[config.mk]
export PLATFORM = sky130hd
export DESIGN_NAME = event_sequencer
export DESIGN_NICKNAME = d
export VERILOG_FILES = /design/src/rtl/event_sequencer.sv
export SDC_FILE = /design/constraint.sdc
export NUM_CORES = 1
export LEC_CHECK = 0
export BUFFER_PORTS_ARGS = -buffer_cell sky130_fd_sc_hd__buf_4
export CORE_AREA = 8 8 116 161
export CTS_CLUSTER_DIAMETER = 120
export DETAILED_ROUTE_END_ITERATION = 8
export DIE_AREA = 0 0 124 169
export PLACE_DENSITY = 0.58
export REMOVE_ABC_BUFFERS = 1
export SLEW_MARGIN = 20
export SYNTH_ARGS = -nofsm -noshare
export SYNTH_HDL_FRONTEND = slang
export SYNTH_SLANG_ARGS = --single-unit
[constraint.sdc]
create_clock -name clk -period 3.35 [get_ports clk]
set_input_delay 0.335 -clock clk [delete_from_list [all_inputs] [get_ports clk]]
set_output_delay 0.335 -clock clk [all_outputs]
set_load 0.005 [all_outputs]
[src/rtl/event_sequencer.sv]
// Queues (event id, delay) entries and replays them as one-cycle strobes; first pulse d0+2 cycles after start.
// Writes are accepted only while idle and not full; all other writes are dropped, not stalled.
module event_sequencer #(
    parameter int NUM_EVENTS = 4,
    parameter int DEPTH      = 8,
    parameter int DLY_W      = 8
) (
    input  logic                          clk,
    input  logic                          rst_n,
    input  logic                          wr_valid,
    output logic                          wr_ready,
    input  logic [$clog2(NUM_EVENTS)-1:0] wr_id,
    input  logic [DLY_W-1:0]              wr_delay,
    input  logic                          start,
    input  logic                          abort,
    output logic [NUM_EVENTS-1:0]         ev_pulse,
    output logic                          busy,
    output logic                          done,
    output logic                          aborted,
    output logic [$clog2(DEPTH+1)-1:0]    level,
    output logic [$clog2(DEPTH+1)-1:0]    fired
);

    localparam int ID_W  = $clog2(NUM_EVENTS);
    localparam int LVL_W = $clog2(DEPTH+1);
    localparam int PTR_W = $clog2(DEPTH);
    localparam int DEC_W = 1 << ID_W;

    typedef enum logic [1:0] {IDLE, RUN, FIN} state_t;

    state_t            state, state_nxt;
    logic [ID_W-1:0]   q_id  [DEPTH];
    logic [DLY_W-1:0]  q_dly [DEPTH];
    logic [PTR_W-1:0]  rd_ptr, wr_ptr;
    logic [LVL_W-1:0]  count;
    logic [DLY_W-1:0]  cnt;
    logic [ID_W-1:0]   cur_id;
    logic              armed;
    logic              push, pop, fire, clr_fired;
    logic [DEC_W-1:0]  dec;

    assign wr_ready = (state == IDLE) && (count != LVL_W'(DEPTH));
    assign push     = wr_valid && wr_ready && !abort;
    assign busy     = (state != IDLE);
    assign done     = (state == FIN) && !abort;
    assign level    = count;

    // Ids beyond NUM_EVENTS land in the truncated decode bits and strobe nothing.
    always_comb begin
        dec         = '0;
        dec[cur_id] = 1'b1;
    end

    always_ff @(posedge clk or negedge rst_n) begin
        if (!rst_n) state <= IDLE;
        else        state <= state_nxt;
    end

    // armed means cnt holds an entry still to fire; RUN with nothing armed drains to FIN.
    always_comb begin
        state_nxt = state;
        pop       = 1'b0;
        fire      = 1'b0;
        clr_fired = 1'b0;
        if (abort) begin
            state_nxt = IDLE;
        end else begin
            case (state)
                IDLE: begin
                    if (start) begin
                        clr_fired = 1'b1;
                        if (count != '0) begin
                            pop       = 1'b1;
                            state_nxt = RUN;
                        end else begin
                            state_nxt = FIN;
                        end
                    end
                end
                RUN: begin
                    if (!armed) begin
                        state_nxt = FIN;
                    end else if (cnt == '0) begin
                        fire = 1'b1;
                        pop  = (count != '0);
                    end
                end
                FIN:     state_nxt = IDLE;
                default: state_nxt = IDLE;
            endcase
        end
    end

    always_ff @(posedge clk) begin
        if (push) begin
            q_id[wr_ptr]  <= wr_id;
            q_dly[wr_ptr] <= wr_delay;
        end
    end

    always_ff @(posedge clk or negedge rst_n) begin
        if (!rst_n) begin
            rd_ptr   <= '0;
            wr_ptr   <= '0;
            count    <= '0;
            cnt      <= '0;
            cur_id   <= '0;
            armed    <= 1'b0;
            ev_pulse <= '0;
            fired    <= '0;
            aborted  <= 1'b0;
        end else begin
            aborted <= abort && (state != IDLE);
            if (abort) begin
                rd_ptr   <= '0;
                wr_ptr   <= '0;
                count    <= '0;
                cnt      <= '0;
                armed    <= 1'b0;
                ev_pulse <= '0;
            end else begin
                if (push) wr_ptr <= wr_ptr + 1'b1;
                if (pop)  rd_ptr <= rd_ptr + 1'b1;
                case ({push, pop})
                    2'b10:   count <= count + 1'b1;
                    2'b01:   count <= count - 1'b1;
                    default: count <= count;
                endcase
                ev_pulse <= fire ? dec[NUM_EVENTS-1:0] : '0;
                if (pop) begin
                    cnt    <= q_dly[rd_ptr];
                    cur_id <= q_id[rd_ptr];
                    armed  <= 1'b1;
                end else if (fire) begin
                    armed <= 1'b0;
                end else if (state == RUN && cnt != '0) begin
                    cnt <= cnt - 1'b1;
                end
                if (clr_fired)  fired <= '0;
                else if (fire)  fired <= fired + 1'b1;
            end
        end
    end

endmodule
* Yosys cells after proc, flatten, opt, wreduce, memory -nomap -nowiden *
Memories as Yosys holds them, arrays and structs flattened. A register that Yosys moved wholly into a read port is not among the register bits.
Cells that the tools add are included.
W data, S select, Z words.

storage, ports and cells
  bits in writable memories = 80
  register bits after elaboration = 30
  memories = 2

operators by class
  bitwise logic cells = 1
  equal/unequal tests = 8
  muxes and demuxes = 39
  add/sub/neg operators = 6
  order comparisons = 2
  reduce and logical (&&, ||, !) cells = 24

memories
  memory  depth  bits a word  read ports  clocked after Yosys merged registers in  wr ports  RTL line  text
  q_dly   8      8            1           0                                        1         33        logic [DLY_W-1:0] q_dly [DEPTH];
  q_id    8      2            1           1                                        1         32        logic [ID_W-1:0] q_id [DEPTH];

operators with widths
  cell                   number
  $mux W8                4
  $mux W4                5
  $mux W1                18
  $mux W3                4
  $ne A3 B3 Y1 const B   3
  $reduce_bool A3 Y1     3
  $add A4 B1 Y4 const B  2
  $logic_not A8 Y1       1
  $mux W2                4
  $pmux W4 S2            1
  $reduce_and A2 Y1      4
  $reduce_bool A2 Y1     4
  $reduce_bool A8 Y1     1
  $sub A8 B1 Y8 const B  1
  $logic_and A1 B1 Y1    7
  $add A3 B1 Y3 const B  2
  $eq A2 B1 Y1 const B   2
  $eq A2 B2 Y1 const B   2
  $ne A4 B4 Y1 const B   1
  $pmux W2 S2            1
  $reduce_bool A4 Y1     1
  $sub A4 B1 Y4 const B  1
  $lt A2 B3 Y1 const B   1
  $demux W1 S2           1
  5 further kinds        6

* Longest topological paths before layout *
Gate-level depths: netlist of run 1.

  depth after elaboration = 8
  mapped depth = 13
  gate-level depth less buffers = 12

* Least setup slack after synthesis of run 1 *
No wires, ideal clock.

  kind = reg-to-reg
  start = reg cnt[0]
  end = reg count[3], in the netlist level[3]
  arrival = 3,041 ps
  stages on the path, launching flop included = 14
  library setup time = 135 ps
  required time = 3,215 ps
  clock period less this slack = 3,176 ps
  path slack = 174 ps
  path buffers = 1
  cells stage by stage = dfrtp_1 inv_1 ha_1 or3b_2 o31a_1 or3_1 buf_6 nor2_1 ha_1 a21oi_1 nand2_1 nor4_1 o21ai_0 nor3b_1

between the ends
  cells in the longest elaborated chain, start to end = 8

ends and longest elaborated chain
  what                                                 RTL line  text
  from (decl)                                          36        logic [DLY_W-1:0] cnt;
  from (signal assigned)                               131       cnt <= q_dly[rd_ptr];
  from (signal assigned)                               137       cnt <= cnt - 1'b1;
  $logic_not A8 Y1 (*)                                 83        end else if (cnt == '0) begin
  $mux W1 (*)                                          83
  $mux W1 (*)                                          81        if (!armed) begin
  $pmux W1 S2 (*)                                      68        case (state)
  $mux W1 (*)                                          65        if (abort) begin
  $eq A2 B1 Y1 / $eq A2 B2 Y1 (equally long branches)  124       case ({push, pop})
  $pmux W4 S2                                          124
  $mux W4                                              114       if (abort) begin
  to (signal assigned)                                 125       2'b10: count <= count + 1'b1;
  to (signal assigned)                                 126       2'b01: count <= count - 1'b1;
  to (signal assigned)                                 127       default: count <= count;
  to (decl)                                            35        logic [LVL_W-1:0] count;

Mark *: on every way between the ends. The rest lies on a longest branch, timed or not.
A chain may end at the register's enable or synchronous reset.

* Worst setup path after layout of run 1 *
Same ends and word-level chain as after synthesis.

==> results of run 1 <==
## synthesized netlist by cell type, drive strengths merged (4+ instances only)
cell type / number / area [µm²]
a211oi: 6 / 45.0
a21oi: 12 / 60.1
buf: 5 / 31.3
clkbuf: 7 / 26.3
dfrtp: 32 / 801
edfxtp: 80 / 2400
ha: 7 / 87.6
inv: 6 / 22.5
mux2i: 7 / 70.1
mux4: 20 / 450
nand2: 15 / 56.3
nand3: 11 / 55.1
nor2: 17 / 63.8
nor2b: 5 / 31.3
nor3: 14 / 70.1
nor3b: 5 / 37.5
nor4: 4 / 25.0
o21ai: 12 / 60.1
or3: 7 / 48.8
xor2: 7 / 61.3
## stage by stage
| stage | cells | cell area, µm² |
|---|---|---|
| detailed placement | 544 | 5310 |
| finish | 560 | 5660 |
| CTS | 560 | 5640 |
| global placement | 544 | 5310 |
| floorplan | 297 | 4720 |
| global route | 560 | 5660 |
## logic make-up after synthesis
logic type | Yosys count
DFF | 112
buffers and inverters | 18
xor gates and xnor gates | 9
adders and majority gates | 8
AOI/OAI and AO/OA | 40
and+or+nand+nor | 92
muxes | 30
## cell type report
type                       instances  area [µm²]
clock inverter                     6        90.1
timing repair buffer              45         340
sequential                       112        3200
fill                            1610       10700
tap                              203         254
clock buffer                       9         225
inverter                           6        22.5
multi-input combinational        179        1530
## power groups by stage
stage          Clock, mW  Sequential [mW]  Combinational, mW
6_report            1.13             1.80               1.15
5_1_grt             1.22             1.83               1.31
4_1_cts             1.16             1.80               1.16
3_5_place_dp           0             1.83               1.15
3_3_place_gp           0             1.82               1.13
2_1_floorplan          0             1.82              0.745
## flip-flops by register name (all words and copies together) (netlist names)
register,count
aborted,1
armed,1
cnt,8
cur_id,2
ev_pulse,4
fired,4
level,4
q_dly,64
q_id,16
rd_ptr,3
state,2
wr_ptr,3
## metal layers
| layer | track usage, % | vias up |
|---|---|---|
| li1 | - | 1286 |
| met1 | 11.2 | 1393 |
| met2 | 16.7 | 49 |
| met3 | 2.33 | 9 |
| met4 | 3.43 | 0 |
| met5 | 0 | - |
## repair_timing
action                     4_1_cts  5_1_grt
setup endpoints to repair        0        1
gates resized for setup          0        6
hold buffers                     1        0
hold endpoints to repair        32        0
## worst paths after layout
kind | startpoint | end | slack, ns | depth (start not counted)
setup / recovery | cnt[0]$_DFFE_PN0P_ | level[3]$_DFFE_PN0P_ | 0.31 | 12
hold / removal | wr_delay[1] | q_dly[7][1]$_DFFE_PP_ | 0.22 | 1
setup reg to reg | cnt[0]$_DFFE_PN0P_ | level[3]$_DFFE_PN0P_ | 0.31 | 12
hold reg to reg | cur_id[0]$_DFFE_PN0P_ | ev_pulse[2]$_DFF_PN0_ | 0.49 | 1
max in group asynchronous | rst_n | cnt[6]$_DFFE_PN0P_ | 2.59 | 2
min in group asynchronous | rst_n | aborted$_DFF_PN0_ | 0.47 | 2
## worst register-to-register path, cell delays in order, from the launching register on
cell and delay, ns:
sky130_fd_sc_hd__dfrtp_1 0.41, sky130_fd_sc_hd__inv_1 0.09, sky130_fd_sc_hd__ha_1 0.19, sky130_fd_sc_hd__or3b_4 0.41, sky130_fd_sc_hd__o31a_1 0.30, sky130_fd_sc_hd__or3_4 0.35, sky130_fd_sc_hd__nor2_4 0.12, sky130_fd_sc_hd__ha_1 0.28
sky130_fd_sc_hd__a21oi_2 0.13, sky130_fd_sc_hd__nand2_1 0.09, sky130_fd_sc_hd__nor4_2 0.26, sky130_fd_sc_hd__o21ai_0 0.13, sky130_fd_sc_hd__nor3b_1 0.15
==> summary.md, run 1 <==
## Run status
* **status** completed

## Route
* **DRC** 0
* **highest metal layer with signal wires** met4
* **final routed wire length divided by cell count** 16.9 µm
* **wire length on met3** 463 µm
* **met1 routed wirelength after detailed routing** 3.89 mm
* **Post-DRT Antenna Nets** 0
* **Final Routed Wirelength** 9.49 mm
* **DR WL met2** 4.98 mm
* **via count** 2737
* **count of TritonRoute iterations in the first routing pass** 4
* **number of violations reported at the end of detailed-routing iteration 0** 168
* **average vias per placed instance** 4.89

## Layout
* **number of inserted diodes** 0
* **area overhead of the layout relative to synthesis** 18.5%
* **most used cells in the layout excluding fill and tap cells** sky130_fd_sc_hd__edfxtp_1 (80), sky130_fd_sc_hd__buf_4 (44), sky130_fd_sc_hd__dfrtp_1 (32)
* **core utilization of the finished layout** 34.5%
* **leading cell type in the layout, fill and taps excluded** sky130_fd_sc_hd__edfxtp_1
* **net count reported at finish** 376
* **share of cells above drive strength 1** 25.8%

## Global route
* **via count of the first global-routing pass** 2977
* **total routing resource utilization after global routing** 9.64%
* **antenna violations before repair** 0
* **maximum number of pins on one net before global-route repair** 33
* **leftover overflow at the end of global routing** 0
* **wire length of the first global-routing pass** 15.5 mm

## Power and ir drop
* **total power** 4.09 mW
* **Net Switching** 1.25 mW
* **relative contribution of combinational cells to total power** 28.2%
* **maximum VDD drop** 339 µV
* **sequential group share of total power** 44.1%
* **Int Pwr** 2.84 mW
* **fraction of power consumed by the clock network** 27.7%
* **pwr dens** 722 nW/µm²
* **P_leak** 2.02 nW
* **switch share** 30.6%

## Yosys
* **total of warnings raised by yosys** 0
* **Post-Syn Instances** 309
* **most frequently used flop master after synthesis** sky130_fd_sc_hd__edfxtp_1
* **EDFF count, synth** 80
* **Post-synth ARST share** 28.6%
* **synthesized area** 4780 µm²
* **number of synthesized register bits** 112
* **largest family of logic cells by synthesized area** multiplexers
* **register area share after synthesis** 67.0%
* **post-synth cell types** 44
* **proportion of synthesized area in mux cells** 11.6%
* **simple logic cell fraction of the synthesized area** 10.3%
* **Avg Cell Area, Syn** 15.5 µm²
* **post-synthesis share of cell area spent on full adders, half adders and majority gates** 2.25%
* **xor/xnor cell area share of the yosys netlist** 1.65%
* **compound-gate portion of the synthesized area** 5.47%

## STA
* **worst setup slack after layout** 0.309 ns
* **slew at the pin closest to its max-slew limit** 0.774 ns
* **Slew headroom** 48.4%
* **number of endpoints failing setup at the final stage** 0
* **setup repair after global routing missed its margin** no
* **fin crit share** 90.8%
* **clock period minus worst slack** 3.04 ns
* **final number of max-transition violations** 0
* **Fin Setup TNS** 0 ns
* **hold slack** 0.223 ns
* **Post-Route Skew** 0.00707 ns
* **number of hold violations in the final report** 0
* **maximum operating frequency** 329 MHz

## Clocking
* **clock buffer depth** 2
* **Clk Latency, worst-skew pair** 0.34 ns
* **clock tree from TritonCTS** yes
* **Clk Tree Root Cell** sky130_fd_sc_hd__clkbuf_16
* **TritonCTS Buffers** 9
* **clock tree sinks** 112
* **deepest level of the CTS H-tree** 3
* **Worst-path clk slew** 0.07 ns
* **post-CTS setup buffers** 0

## Worst setup path
* **library cell appearing most often on the critical path** sky130_fd_sc_hd__ha_1
* **type of element capturing the critical path** register
* **Worst EP arrival** 3.26 ns
* **Bufs and invs on worst path** 1
* **startpoint type of the worst setup path** register
* **Critical-path top delay cell** sky130_fd_sc_hd__dfrtp_1
* **Largest stage delay, worst path** 0.41 ns
* **CP max FO** 4
* **required time worst endpoint** 3.57 ns
* **cell breakdown of the critical path** inv_1, ha_1, or3b_4, o31a_1, or3_4, nor2_4, ha_1, a21oi_2, nand2_1, nor4_2, o21ai_0, nor3b_1
* **dominant delay contributor by cell family on the critical path** simple AND/OR/NAND/NOR gates
* **Setup CP Type** register to register

## Worst hold path
* **type of the tightest min-delay check** input port to register

## Floorplan
* **vertical die dimension** 169 µm
* **Ports** 31
* **die span in x** 124 µm
* **effective utilization at floorplan** 29.2%
* **CORE AREA** 16400 µm²
* **count of standard-cell rows** 56
* **overall die area** 21000 µm²

## Job
* **number of violations of the max-capacitance limit** 0

## Placement
* **dpl ws** 0.0282 ns
* **GP Congestion** 0.740
* **Post-DP HPWL** 6.38 mm
* **Buffers on Ports** 30

No activity file was read; power rests on OpenSTA's default activity.
==> run 2, diff against run 1 <==
Settings changed: CTS_BUF_LIST from default to sky130_fd_sc_hd__clkbuf_16, RECOVER_POWER from default to 50.
==> summary.md, run 2 (synthesis gave the netlist of run 1 again) <==
## Clocking
* **clock tree from TritonCTS** yes
* **clock tree sinks** 112, unchanged
* **TritonCTS Buffers** 9, unchanged
* **Clk Latency, worst-skew pair** 0.34 ns, about the same
* **deepest level of the CTS H-tree** 3, unchanged
* **post-CTS setup buffers** 0, unchanged
* **Clk Tree Root Cell** sky130_fd_sc_hd__clkbuf_16
* **clock buffer depth** 2, unchanged
* **Worst-path clk slew** 0.07 ns, about the same

## Worst setup path
* **setup slack of the most critical reg-to-reg path** 0.31 ns, about the same
* **type of element capturing the critical path** register
* **CP max FO** 4, unchanged
* **Worst EP arrival** 3.26 ns, about the same
* **startpoint of the most critical setup path** cnt[0]$_DFFE_PN0P_
* **Setup CP Type** register to register
* **worst reg2reg path endpoint** level[3]$_DFFE_PN0P_
* **required time worst endpoint** 3.57 ns, about the same
* **startpoint of the most critical register-to-register path** cnt[0]$_DFFE_PN0P_
* **end point of the critical path** level[3]$_DFFE_PN0P_
* **startpoint type of the worst setup path** register
* **logic depth of the worst register-to-register path** 12, unchanged

## Layout
* **area overhead of the layout relative to synthesis** 17.5%
* **number of inserted diodes** 0, unchanged
* **Most flops, register** q_dly
* **share of cells above drive strength 1** 22.4%, -3.4 points
* **number of flip-flops in the largest register** 64, unchanged
* **largest registers** q_dly x64, q_id x16, cnt x8
* **leading cell type in the layout, fill and taps excluded** sky130_fd_sc_hd__edfxtp_1
* **net count reported at finish** 376, unchanged
* **core utilization of the finished layout** 34.3%, -0.27 points
* **most used cells in the layout excluding fill and tap cells** sky130_fd_sc_hd__edfxtp_1 (80), sky130_fd_sc_hd__dfrtp_1 (32), sky130_fd_sc_hd__buf_4 (26)
* **fill count** 1625, +0.93%

## Global route
* **antenna violations before repair** 0, unchanged
* **leftover overflow at the end of global routing** 0, unchanged
* **maximum number of pins on one net before global-route repair** 33, unchanged
* **total routing resource utilization after global routing** 9.64%, unchanged
* **via count of the first global-routing pass** 2977, unchanged
* **wire length of the first global-routing pass** 15.5 mm, unchanged

## Power and ir drop
* **sequential group share of total power** 44.1%, about the same
* **fraction of power consumed by the clock network** 27.8%, about the same
* **maximum VDD drop** 339 µV, about the same
* **relative contribution of combinational cells to total power** 28.1%, about the same
* **Int Pwr** 2.83 mW, -0.22%
* **switch share** 30.6%, +0.071 points
* **P_leak** 1.97 nW, -2.4%
* **Net Switching** 1.25 mW, +0.12%
* **total power** 4.08 mW, -0.11%
* **pwr dens** 727 nW/µm², +0.69%

## Floorplan
* **Ports** 31, unchanged
* **die span in x** 124 µm, unchanged
* **overall die area** 21000 µm², unchanged
* **count of standard-cell rows** 56, unchanged
* **effective utilization at floorplan** 29.2%, unchanged
* **CORE AREA** 16400 µm², unchanged
* **vertical die dimension** 169 µm, unchanged

## Route
* **number of violations reported at the end of detailed-routing iteration 0** 165, -1.8%
* **count of TritonRoute iterations in the first routing pass** 4, unchanged
* **via count** 2739, +0.073%
* **Final Routed Wirelength** 9.49 mm, about the same
* **final routed wire length divided by cell count** 17.0 µm, about the same
* **average vias per placed instance** 4.89, about the same
* **Post-DRT Antenna Nets** 0, unchanged
* **DRC** 0, unchanged

## Worst hold path
* **count of cells along the worst hold path** 3, +2
* **type of the tightest min-delay check** input port to register

## STA
* **Post-Route Skew** 0.00539 ns, -0.00168 ns
* **slew at the pin closest to its max-slew limit** 1.74 ns, +0.966 ns
* **final number of max-transition violations** 33, +33
* **Fin Setup TNS** 0 ns, unchanged
* **Slew headroom** -16.0%, -64 points
* **clock period minus worst slack** 3.04 ns, +0.00112 ns
* **fin crit share** 90.8%, about the same
* **maximum operating frequency** 329 MHz, about the same
* **number of hold violations in the final report** 0, unchanged
* **setup repair after global routing missed its margin** no
* **hold slack** 0.259 ns, +0.0352 ns
* **number of endpoints failing setup at the final stage** 0, unchanged

## Run status
* **status** finished with violations
* **failing checks** max-capacitance violations, max-slew violations

## Placement
* **Post-DP HPWL** 6.38 mm, unchanged
* **Buffers on Ports** 30, unchanged
* **GP Congestion** 0.740, unchanged

## Job
* **number of violations of the max-capacitance limit** 1, +1

==> run 2: cell count changes in the layout (fill, tap and decap cells not counted), sizes merged <==
cell,previous run,this run
buf,44,26
clkbuf,9,27
==> run 2: critical path, stage by stage, from the launching register on <==
cell                      delay [ns]
sky130_fd_sc_hd__dfrtp_1        0.41
sky130_fd_sc_hd__inv_1          0.09
sky130_fd_sc_hd__ha_1           0.19
sky130_fd_sc_hd__or3b_4         0.41
sky130_fd_sc_hd__o31a_1         0.30
sky130_fd_sc_hd__or3_4          0.35
sky130_fd_sc_hd__nor2_4         0.12
sky130_fd_sc_hd__ha_1           0.28
sky130_fd_sc_hd__a21oi_2        0.13
sky130_fd_sc_hd__nand2_1        0.09
sky130_fd_sc_hd__nor4_2         0.26
sky130_fd_sc_hd__o21ai_0        0.13
sky130_fd_sc_hd__nor3b_1        0.15
==> run 2: power by group through the flow <==
stage               Clock [mW]  Combinational, mW  Sequential, mW
global placement             0               1.13            1.82
CTS                       1.16               1.16            1.80
finish                    1.13               1.15            1.80
global route              1.22               1.30            1.83
floorplan                    0              0.745            1.82
detailed placement           0               1.15            1.83
==> run 2: layout make-up <==
| class | instances | area (µm²) | area share (%) |
|---|---|---|---|
| sequential | 112 | 3200 | 57.0 |
| multi-input combinational | 179 | 1530 | 27.2 |
| timing repair buffer | 45 | 295 | 5.26 |
| tap | 203 | 254 | 4.52 |
| clock buffer | 9 | 225 | 4.01 |
| clock inverter | 6 | 90.1 | 1.60 |
| inverter | 6 | 22.5 | 0.401 |
==> run 2: routing by layer <==
metal | GRT usage, % | share of wire [%]
met1 | 11.2 | 41
met2 | 16.7 | 52
met3 | 2.33 | 4.9
met4 | 3.43 | 1.6
met5 | 0 | 0
==> run 2: what timing repair did <==
item,4_1_cts,5_1_grt
endpoints found under the setup margin,0,1
resized for setup,0,6
hold buffers,1,0
endpoints found under the hold margin,32,0
==> run 2: worst min path at each step <==
stage	slack, ns	end	start
after detailed placement	0.30	aborted$_DFF_PN0_	rst_n
after CTS	0.21	q_dly[3][1]$_DFFE_PP_	wr_delay[1]
after floorplan	0.04	aborted$_DFF_PN0_	rst_n
after global routing	0.28	state[0]$_DFFE_PN0P_	start
after global placement	0.30	level[1]$_DFFE_PN0P_	rst_n
final	0.26	state[0]$_DFFE_PN0P_	start
==> run 2: through the flow <==
| stage | std cells | area [µm²] | setup WS (ns) |
|---|---|---|---|
| floorplan | 297 | 4720 | 0.188 |
| global placement | 544 | 5310 | 0.242 |
| detailed placement | 544 | 5310 | 0.0282 |
| CTS | 560 | 5640 | 0.0164 |
| global route | 560 | 5620 | 0.0889 |
| finish | 560 | 5620 | 0.307 |
